## src/rtl/uart_tx_fifo.sv

```systemverilog
// uart_tx_fifo: parametrised UART transmitter with a small write FIFO.
// Frames are DATA_BITS data bits LSB first, an optional parity bit and
// STOP_BITS stop bits. Queued bytes go out back-to-back with no idle gap.
//
// Ports:
//   clk       system clock, all logic on posedge
//   rst       asynchronous reset, active-high
//   trmt      push tx_data into the FIFO this cycle
//   tx_data   frame payload
//   ovf_clr   clears the sticky overflow flag
//   TX        serial line, idle high, driven from a flop
//   tx_done   one-cycle pulse on the final clock of each frame's last stop bit
//   busy      high while a frame is on the line
//   full      FIFO holds FIFO_DEPTH entries
//   count     entries waiting in the FIFO (excludes the frame in flight)
//   overflow  sticky: trmt seen while full
module uart_tx_fifo #(
  parameter int DATA_BITS    = 8,
  parameter int CLKS_PER_BIT = 2605,
  parameter int PARITY_EN    = 0,
  parameter int PARITY_ODD   = 0,
  parameter int STOP_BITS    = 1,
  parameter int FIFO_DEPTH   = 4
) (
  input  logic                               clk,
  input  logic                               rst,
  input  logic                               trmt,
  input  logic [DATA_BITS-1:0]               tx_data,
  input  logic                               ovf_clr,
  output logic                               TX,
  output logic                               tx_done,
  output logic                               busy,
  output logic                               full,
  output logic [$clog2(FIFO_DEPTH+1)-1:0]    count,
  output logic                               overflow
);

  localparam int CW = $clog2(FIFO_DEPTH+1);
  localparam int AW = (FIFO_DEPTH > 1) ? $clog2(FIFO_DEPTH) : 1;
  localparam int BW = $clog2(CLKS_PER_BIT);
  localparam int NW = $clog2(DATA_BITS+1);

  if (DATA_BITS < 5 || DATA_BITS > 9) begin : g_bad_data_bits
    $error("uart_tx_fifo: DATA_BITS must be 5..9");
  end
  if (CLKS_PER_BIT < 4) begin : g_bad_clks_per_bit
    $error("uart_tx_fifo: CLKS_PER_BIT must be >= 4");
  end
  if (STOP_BITS != 1 && STOP_BITS != 2) begin : g_bad_stop_bits
    $error("uart_tx_fifo: STOP_BITS must be 1 or 2");
  end
  if (FIFO_DEPTH < 2 || (FIFO_DEPTH & (FIFO_DEPTH-1)) != 0) begin : g_bad_fifo_depth
    $error("uart_tx_fifo: FIFO_DEPTH must be a power of 2, >= 2");
  end

  typedef enum logic [2:0] {IDLE, START, DATA, PARITY, STOP} state_t;

  function automatic logic calc_parity(input logic [DATA_BITS-1:0] d);
    return (^d) ^ (PARITY_ODD != 0);
  endfunction

  logic [DATA_BITS-1:0] mem [FIFO_DEPTH];
  logic [AW-1:0]        wr_ptr, rd_ptr;
  logic                 push, pop, fifo_empty;

  state_t               state_q, state_d;
  logic [BW-1:0]        baud_q;
  logic [NW-1:0]        bit_q;
  logic [DATA_BITS-1:0] shift_q;
  logic                 par_q;
  logic                 tx_q, tx_d;
  logic                 baud_wrap, shift_en, bit_clr, bit_inc;

  // ---- FIFO write side / occupancy ----
  assign fifo_empty = (count == '0);
  assign full       = (count == CW'(FIFO_DEPTH));
  // A push into a full FIFO is dropped even if a pop frees a slot this cycle.
  assign push       = trmt && !full;

  always_ff @(posedge clk) begin
    if (push)
      mem[wr_ptr] <= tx_data;
  end

  always_ff @(posedge clk or posedge rst) begin
    if (rst) begin
      wr_ptr   <= '0;
      rd_ptr   <= '0;
      count    <= '0;
      overflow <= 1'b0;
    end else begin
      if (push) wr_ptr <= wr_ptr + AW'(1);
      if (pop)  rd_ptr <= rd_ptr + AW'(1);
      case ({push, pop})
        2'b10:   count <= count + CW'(1);
        2'b01:   count <= count - CW'(1);
        default: count <= count;
      endcase
      // A new overflow event takes priority over the clear.
      if (trmt && full)
        overflow <= 1'b1;
      else if (ovf_clr)
        overflow <= 1'b0;
    end
  end

  // ---- Frame sequencer: next state / line value ----
  assign baud_wrap = (baud_q == BW'(CLKS_PER_BIT-1));

  always_comb begin
    state_d  = state_q;
    tx_d     = tx_q;
    pop      = 1'b0;
    tx_done  = 1'b0;
    shift_en = 1'b0;
    bit_clr  = 1'b0;
    bit_inc  = 1'b0;
    case (state_q)
      IDLE: begin
        tx_d = 1'b1;
        if (!fifo_empty) begin
          pop     = 1'b1;
          state_d = START;
          tx_d    = 1'b0;
        end
      end
      START: begin
        if (baud_wrap) begin
          state_d  = DATA;
          tx_d     = shift_q[0];
          shift_en = 1'b1;
          bit_clr  = 1'b1;
        end
      end
      DATA: begin
        if (baud_wrap) begin
          if (bit_q == NW'(DATA_BITS-1)) begin
            bit_clr = 1'b1;
            if (PARITY_EN != 0) begin
              state_d = PARITY;
              tx_d    = par_q;
            end else begin
              state_d = STOP;
              tx_d    = 1'b1;
            end
          end else begin
            bit_inc  = 1'b1;
            tx_d     = shift_q[0];
            shift_en = 1'b1;
          end
        end
      end
      PARITY: begin
        if (baud_wrap) begin
          state_d = STOP;
          tx_d    = 1'b1;
          bit_clr = 1'b1;
        end
      end
      STOP: begin
        if (baud_wrap) begin
          if (bit_q == NW'(STOP_BITS-1)) begin
            tx_done = 1'b1;
            // Chain straight into the next start bit when more data is queued.
            if (!fifo_empty) begin
              pop     = 1'b1;
              state_d = START;
              tx_d    = 1'b0;
            end else begin
              state_d = IDLE;
              tx_d    = 1'b1;
            end
          end else begin
            bit_inc = 1'b1;
          end
        end
      end
      default: begin
        state_d = IDLE;
        tx_d    = 1'b1;
      end
    endcase
  end

  // ---- Frame sequencer: registers ----
  always_ff @(posedge clk or posedge rst) begin
    if (rst) begin
      state_q <= IDLE;
      baud_q  <= '0;
      bit_q   <= '0;
      tx_q    <= 1'b1;
    end else begin
      state_q <= state_d;
      tx_q    <= tx_d;
      if (state_q == IDLE || baud_wrap)
        baud_q <= '0;
      else
        baud_q <= baud_q + BW'(1);
      if (bit_clr)
        bit_q <= '0;
      else if (bit_inc)
        bit_q <= bit_q + NW'(1);
    end
  end

  always_ff @(posedge clk) begin
    if (pop) begin
      shift_q <= mem[rd_ptr];
      par_q   <= calc_parity(mem[rd_ptr]);
    end else if (shift_en) begin
      shift_q <= shift_q >> 1;
    end
  end

  assign TX   = tx_q;
  assign busy = (state_q != IDLE);

endmodule

```

## config.mk

```make
export PLATFORM = sky130hd
export DESIGN_NAME = uart_tx_fifo
export DESIGN_NICKNAME = d
export VERILOG_FILES = /design/src/rtl/uart_tx_fifo.sv
export SDC_FILE = /design/constraint.sdc
export NUM_CORES = 1
export LEC_CHECK = 0
export BUFFER_PORTS_ARGS = -buffer_cell sky130_fd_sc_hd__buf_4
export CAP_MARGIN = 20
export CORE_ASPECT_RATIO = 0.6
export CORE_MARGIN = 2
export CORE_UTILIZATION = 27
export CTS_CLUSTER_DIAMETER = 150
export DETAILED_ROUTE_END_ITERATION = 6
export GPL_TIMING_DRIVEN = 0
export SYNTH_ARGS = -nofsm -noshare
export SYNTH_HDL_FRONTEND = slang
export SYNTH_SLANG_ARGS = --single-unit
export TNS_END_PERCENT = 20
```

## constraint.sdc

```tcl
create_clock -name clk -period 2.65 [get_ports clk]
set_clock_uncertainty 0.05 [all_clocks]
set_input_delay 0.53 -clock clk [delete_from_list [all_inputs] [get_ports clk]]
set_output_delay 0.53 -clock clk [all_outputs]
set_load 0.03 [all_outputs]
```

Yosys cells after proc, flatten, opt, wreduce, memory -nomap -nowiden --
Memory sizes are Yosys's and may differ from the RTL's. Index checks and enable logic that the tools add are counted.
Storage, ports and cells: bits in registers 36, memories kept 1, bits of input ports 12, memory bits (writable) 32, logic and storage cells 91, output and inout bits 8
Memory list:
- mem | words 4, bits a word 8, rd ports 1, clocked after memory_dff 0, write ports 1, line 62 | logic [DATA_BITS-1:0] mem [FIFO_DEPTH];
Cells by class: equal/unequal tests 16, add/sub/neg operators 6, reductions and logical operators 15, muxes and demuxes 44
Operators with widths (count):
- 1-bit 2-to-1 mux | 25
- 3-bit 2-to-1 mux | 7
- 8-bit 2-to-1 mux | 2
- 3-bit one-hot mux with 5 select lines | 1
- 2-bit inequality test, second input constant | 7
- 12-bit by 1-bit adder with 12-bit output, second input constant | 1
- 12-bit == test, second input constant | 1
- 12-bit 2-to-1 mux | 1
- 4-bit 2-to-1 mux | 2
- 1-bit one-hot mux with 2 select lines | 4
- 2-bit nonzero test | 4
- 7-bit AND reduction | 1
- 3-bit by 2-bit == test with 1-bit output, second input constant | 2
- 3-bit == test, second input constant | 2
- 3-bit logical NOT | 2
- 3-bit one-hot mux with 2 select lines | 1
- 1-bit one-hot mux with 5 select lines | 1
- 5-bit AND reduction | 1
- 2-bit by 1-bit adder with 2-bit output, second input constant | 2
- 4-bit by 1-bit adder with 4-bit output, second input constant | 1
- 4-bit by 3-bit == test with 1-bit output, second input constant | 1
- 4-bit logical NOT | 1
- 3-bit by 1-bit adder with 3-bit output, second input constant | 1
- 3-bit by 1-bit == test with 1-bit output, second input constant | 1
- 8 further kinds | 9

Depth between registers and ports, before layout --
depth after elaboration 7, depth in mapped cells 12, depth with buffers taken out 12

Worst setup path before layout --
OpenSTA, ideal clock, no wires.
path type flip-flop to flip-flop, start point register bit_q[0], end point register count[2], path buffers 0, data arrival time 2.621 ns, period minus slack after synthesis 2.752 ns, required time 2.519 ns, cell stages (with the launch flop) 13, path slack -0.102 ns, library setup time 0.081 ns, path through dfrtp_1 inv_1 ha_1 or3b_4 o41ai_4 nand2_4 inv_2 ha_1 inv_1 fa_1 xor2_1 nor2_1 xor2_1
Between the ends: word-level cells in the longest chain between the ends 6, elaborated cells on any way between the ends 8, classes of those cells eq/ne (2); mux (4); reduce/logical (2)
RTL lines:
- from (decl) | line 68 | logic [NW-1:0] bit_q;
- from (signal assigned) | line 202 | bit_q <= bit_q + NW'(1);
- 4-bit logical NOT * | line 162 | if (bit_q == NW'(STOP_BITS-1)) begin
- 1-bit 2-to-1 mux * | line 162
- 1-bit 2-to-1 mux * | line 161 | if (baud_wrap) begin
- 1-bit one-hot mux with 2 select lines * | line 118 | case (state_q)
- 2-bit by 1-bit == test with 1-bit output or 2-bit == test (tied branches) | line 94 | case ({push, pop})
- 3-bit one-hot mux with 2 select lines or 2-bit nonzero test (tied branches)
- to (signal assigned) | line 95 | 2'b10: count <= count + CW'(1);
- to (signal assigned) | line 96 | 2'b01: count <= count - CW'(1);
- to (signal assigned) | line 97 | default: count <= count;
- to (decl) | line 34 | output logic [$clog2(FIFO_DEPTH+1)-1:0] count,
Every way passes the cells marked *; elsewhere a longest branch is shown, timed or not. A chain may end at the register's enable or synchronous reset.

Worst setup path after layout --
start point register baud_q[0], end point output port tx_done
Between the ends: word-level cells in the longest chain between the ends 3
RTL lines:
- from (decl) | line 67 | logic [BW-1:0] baud_q;
- from (signal assigned) | line 198 | baud_q <= baud_q + BW'(1);
- 12-bit == test | line 108 | assign baud_wrap = (baud_q == BW'(CLKS_PER_BIT-1));
- 1-bit 2-to-1 mux | line 161
- 1-bit 2-to-1 mux | line 118
- to (decl) | line 31 | output logic tx_done,
Every way passes these cells.

==> impl_metrics.csv <==
group,metric,value,unit
route,via_count,2008,
clock_network,htree_levels,3,
power_and_ir_drop,powerDensity,881.0,mW/mm²
synth,synth.distinct_cells,52,
sta,hold_ws,0.1332,ns
clock_network,clk_pin_slew,0.06,ns
floorplan,core_area,0.01145,mm²
route,final_antenna_net_count,0,
placement,hpwl,4110,µm
finish,seq_area,0.001903,mm²
setup_path,path_max_fanout,6,
finish,num-fill-cells,1108,
route,finalWirelength,6235,µm
floorplan,die_h,88.52,µm
synth,seq_area_frac_synth,0.5921,
grt,grt_util_met3,0.03788,
grt,grt_busiest_layer,"met2",
grt,met2_usage,0.1608,
power_and_ir_drop,p_leak,1.631,nW
setup_path,crit_required,2.07,ns
synth,synth_warnings,0,
sta,rsz0062_at_grt,"yes",
sta,period_minus_slack,2.567,ns
placement,place.gp.congestion,0.8123,
route,drc,0,
finish,final_nets,305,
placement,dp_slack,-0.4639,ns
placement,dp.cells,407,
placement,port_buffers,19,
setup_path,end_kind,"output port",
clock_network,cts_tree,"built",
sta,drv_slew,0,
floorplan,die_area,0.01282,mm²
floorplan,rows,30,
route,drt_pass1_iterations,4,
synth,synth_edf_count,40,
sta,setup_viol,0,
placement,placed_area,0.003585,mm²
synth,netlist_area,0.003214,mm²
finish,final_layout_size_suffix_gt1_frac,0.3507,
setup_path,arrival,1.99,ns
sta,timing.fmax,389.6,MHz
clock_network,clk_latency,0.34,ns
clock_network,root_buffer,"clkbuf_16",
floorplan,pin_count,20,
worst_hold_path,min_path_type,"primary input to async pin",
grt,grt_pass1_wl,10400,µm
run,maxCapViolCount,0,
finish,final_cells,448,
sta,slew_headroom,0.4797,
finish,multi_input_area,0.001292,mm²
synth,syn_nets,249,
sta,tns,0,ns
sta,tightest_slew,0.7804,ns
route,viasPerCell,4.482,
power_and_ir_drop,fin_total_pwr,3.654,mW
floorplan,initial_core_util,0.2808,
floorplan,die_x,144.9,µm
finish,diodes,0,
setup_path,crit_type,"flip-flop to output port",
sta,setup_slack,0.08298,ns
finish,syn_to_final_growth,29.04,%
setup_path,startpoint_type,"flip-flop",
grt,globalRouteTotalUtil,0.1098,
synth,syn_avg_cell_area,14.16,µm²
outcome,status,"finished clean",
clock_network,cts_buffers,9,
route,drt_iter0_markers,179,
route,wl_per_cell,13.92,µm
finish,fin_area,0.004148,mm²
synth,syn-instance-count,227,
grt,grt_start_max_net_pins,22,
grt,grt-ovfl-total,0,
grt,grt_pass1_vias,2054,
sta,hold_violations,0,
grt,antenna_found_initial,0,
clock_network,cts_sinks,68,
sta,post-route-period-util,0.9687,
grt,met1_usage,0.1488,
synth,ys_seq_elements,68,
finish,fin_util,0.3623,
synth,ys.flop_type,"edfxtp_1",
clock_network,clk_path_buf_depth,2,
power_and_ir_drop,peakVddDrop,0.4959,mV
synth,synth_async_sr_flop_share,0.4118,
## power breakdown
part	leakage (nW)	switching, mW	internal [mW]
Sequential	0.722	0.164	1.37
Clock	0.144	0.469	0.732
Combinational	0.765	0.486	0.430
Total	1.63	1.12	2.53
## layout by cell type, fill, tap and decap left out, types with 2 or more instances in the layout
cell and count:
a21oi_1 6, and2_1 5, and3_1 4, and4_1 2, buf_1 2, buf_4 43, buf_6 2, clkbuf_1 2
clkbuf_16 9, clkinv_4 3, dfrtp_1 27, edfxtp_1 40, ha_1 7, ha_4 2, inv_1 10, inv_2 4
mux2_4 7, mux4_2 8, nand2_1 7, nand2b_1 2, nand3_1 7, nand4_1 2, nor2_1 14, nor2b_1 2
nor3_1 4, o21ai_1 4, o31ai_1 4, o41ai_1 2, or3_1 3, or3b_4 3, xnor2_1 7, xor2_1 10
## path summary, 6_finish.rpt
path | startpoint | end | slack [ns] | depth (start not counted)
max | baud_q[0] | tx_done | 0.08 | 6
min | rst | overflow | 0.13 | 2
max reg2reg | bit_q[0] | count[2] | 0.12 | 12
min reg2reg | baud_q[0] | baud_q[0] | 0.46 | 1
max in group asynchronous | rst | TX | 1.89 | 3
min in group clk | ovf_clr | overflow | 0.31 | 2
## cell usage after synthesis, types with 2 or more instances
library cell | n | share of area
and2_1 | 5 | 0.0097
o21ai_1 | 4 | 0.0062
or3_1 | 3 | 0.0058
inv_2 | 3 | 0.0035
a21oi_1 | 7 | 0.011
buf_2 | 2 | 0.0031
nand4_1 | 2 | 0.0039
ha_1 | 9 | 0.035
xor2_1 | 10 | 0.027
mux2_4 | 7 | 0.033
mux4_2 | 8 | 0.056
edfxtp_1 | 40 | 0.37
o41ai_1 | 2 | 0.0055
nand2_1 | 7 | 0.0082
and4_1 | 2 | 0.0055
o31ai_1 | 5 | 0.012
or3b_4 | 3 | 0.011
buf_1 | 2 | 0.0023
nand2b_1 | 2 | 0.0039
nor2b_1 | 2 | 0.0039
clkbuf_1 | 2 | 0.0023
nand3_1 | 8 | 0.012
nor3_1 | 5 | 0.0078
xnor2_1 | 7 | 0.019
inv_1 | 11 | 0.013
nor2_1 | 14 | 0.016
dfrtp_1 | 27 | 0.21
and3_1 | 4 | 0.0078
## registers in the layout (all words and copies together) (netlist names)
| name | cells |
|---|---|
| mem | 32 |
| overflow | 1 |
| shift_q | 8 |
| state_q | 3 |
| count | 3 |
| rd_ptr | 2 |
| bit_q | 4 |
| wr_ptr | 2 |
| baud_q | 12 |
| TX | 1 |
## timing repair
action | in CTS | in global routing
pin swaps | 4 | 5
gates resized for setup | 7 | 7
endpoints found under the hold margin | 0 | 0
setup buffers | 23 | 5
gates cloned | 0 | 0
endpoints found under the setup margin | 10 | 19
hold buffers | 0 | 0
## cell families (layout without fill, tap and decap cells)
kind of cell,count (synthesis),after routing,share of synthesized area
multiplexers,17,17,0.09537
AND/OR/NAND/NOR,69,69,0.1382
adder cells (fa/ha/maj),10,10,0.04126
flip-flops,68,68,0.5921
buffers and inverters,21,82,0.02764
AO/OA/AOI/OAI,25,25,0.05917
XOR/XNOR,17,17,0.04632
## area by class of cell
type / instances / share of cell area
buffer: 6 / 0.007541
clock buffer: 9 / 0.05430
clock inverter: 7 / 0.01840
inverter: 14 / 0.01267
multi-input combinational: 138 / 0.3116
sequential: 68 / 0.4588
tap: 160 / 0.04827
timing repair buffer: 46 / 0.08839
## routing by layer
metal	part of all wire	up-vias	wire length (µm)
met5	0	-	0
met4	0.020	0	122
met3	0.047	13	294
met2	0.45	44	2781
met1	0.49	999	3036
li1	-	952	-
## critical path, cell delays in order, from the launching register on
cell and delay [ns]:
dfrtp_1 0.42, inv_1 0.07, ha_1 0.19, nand4b_4 0.18, or3_4 0.47, nor3_4 0.16
buf_6 0.16
(Power assumes the default switching activity.)
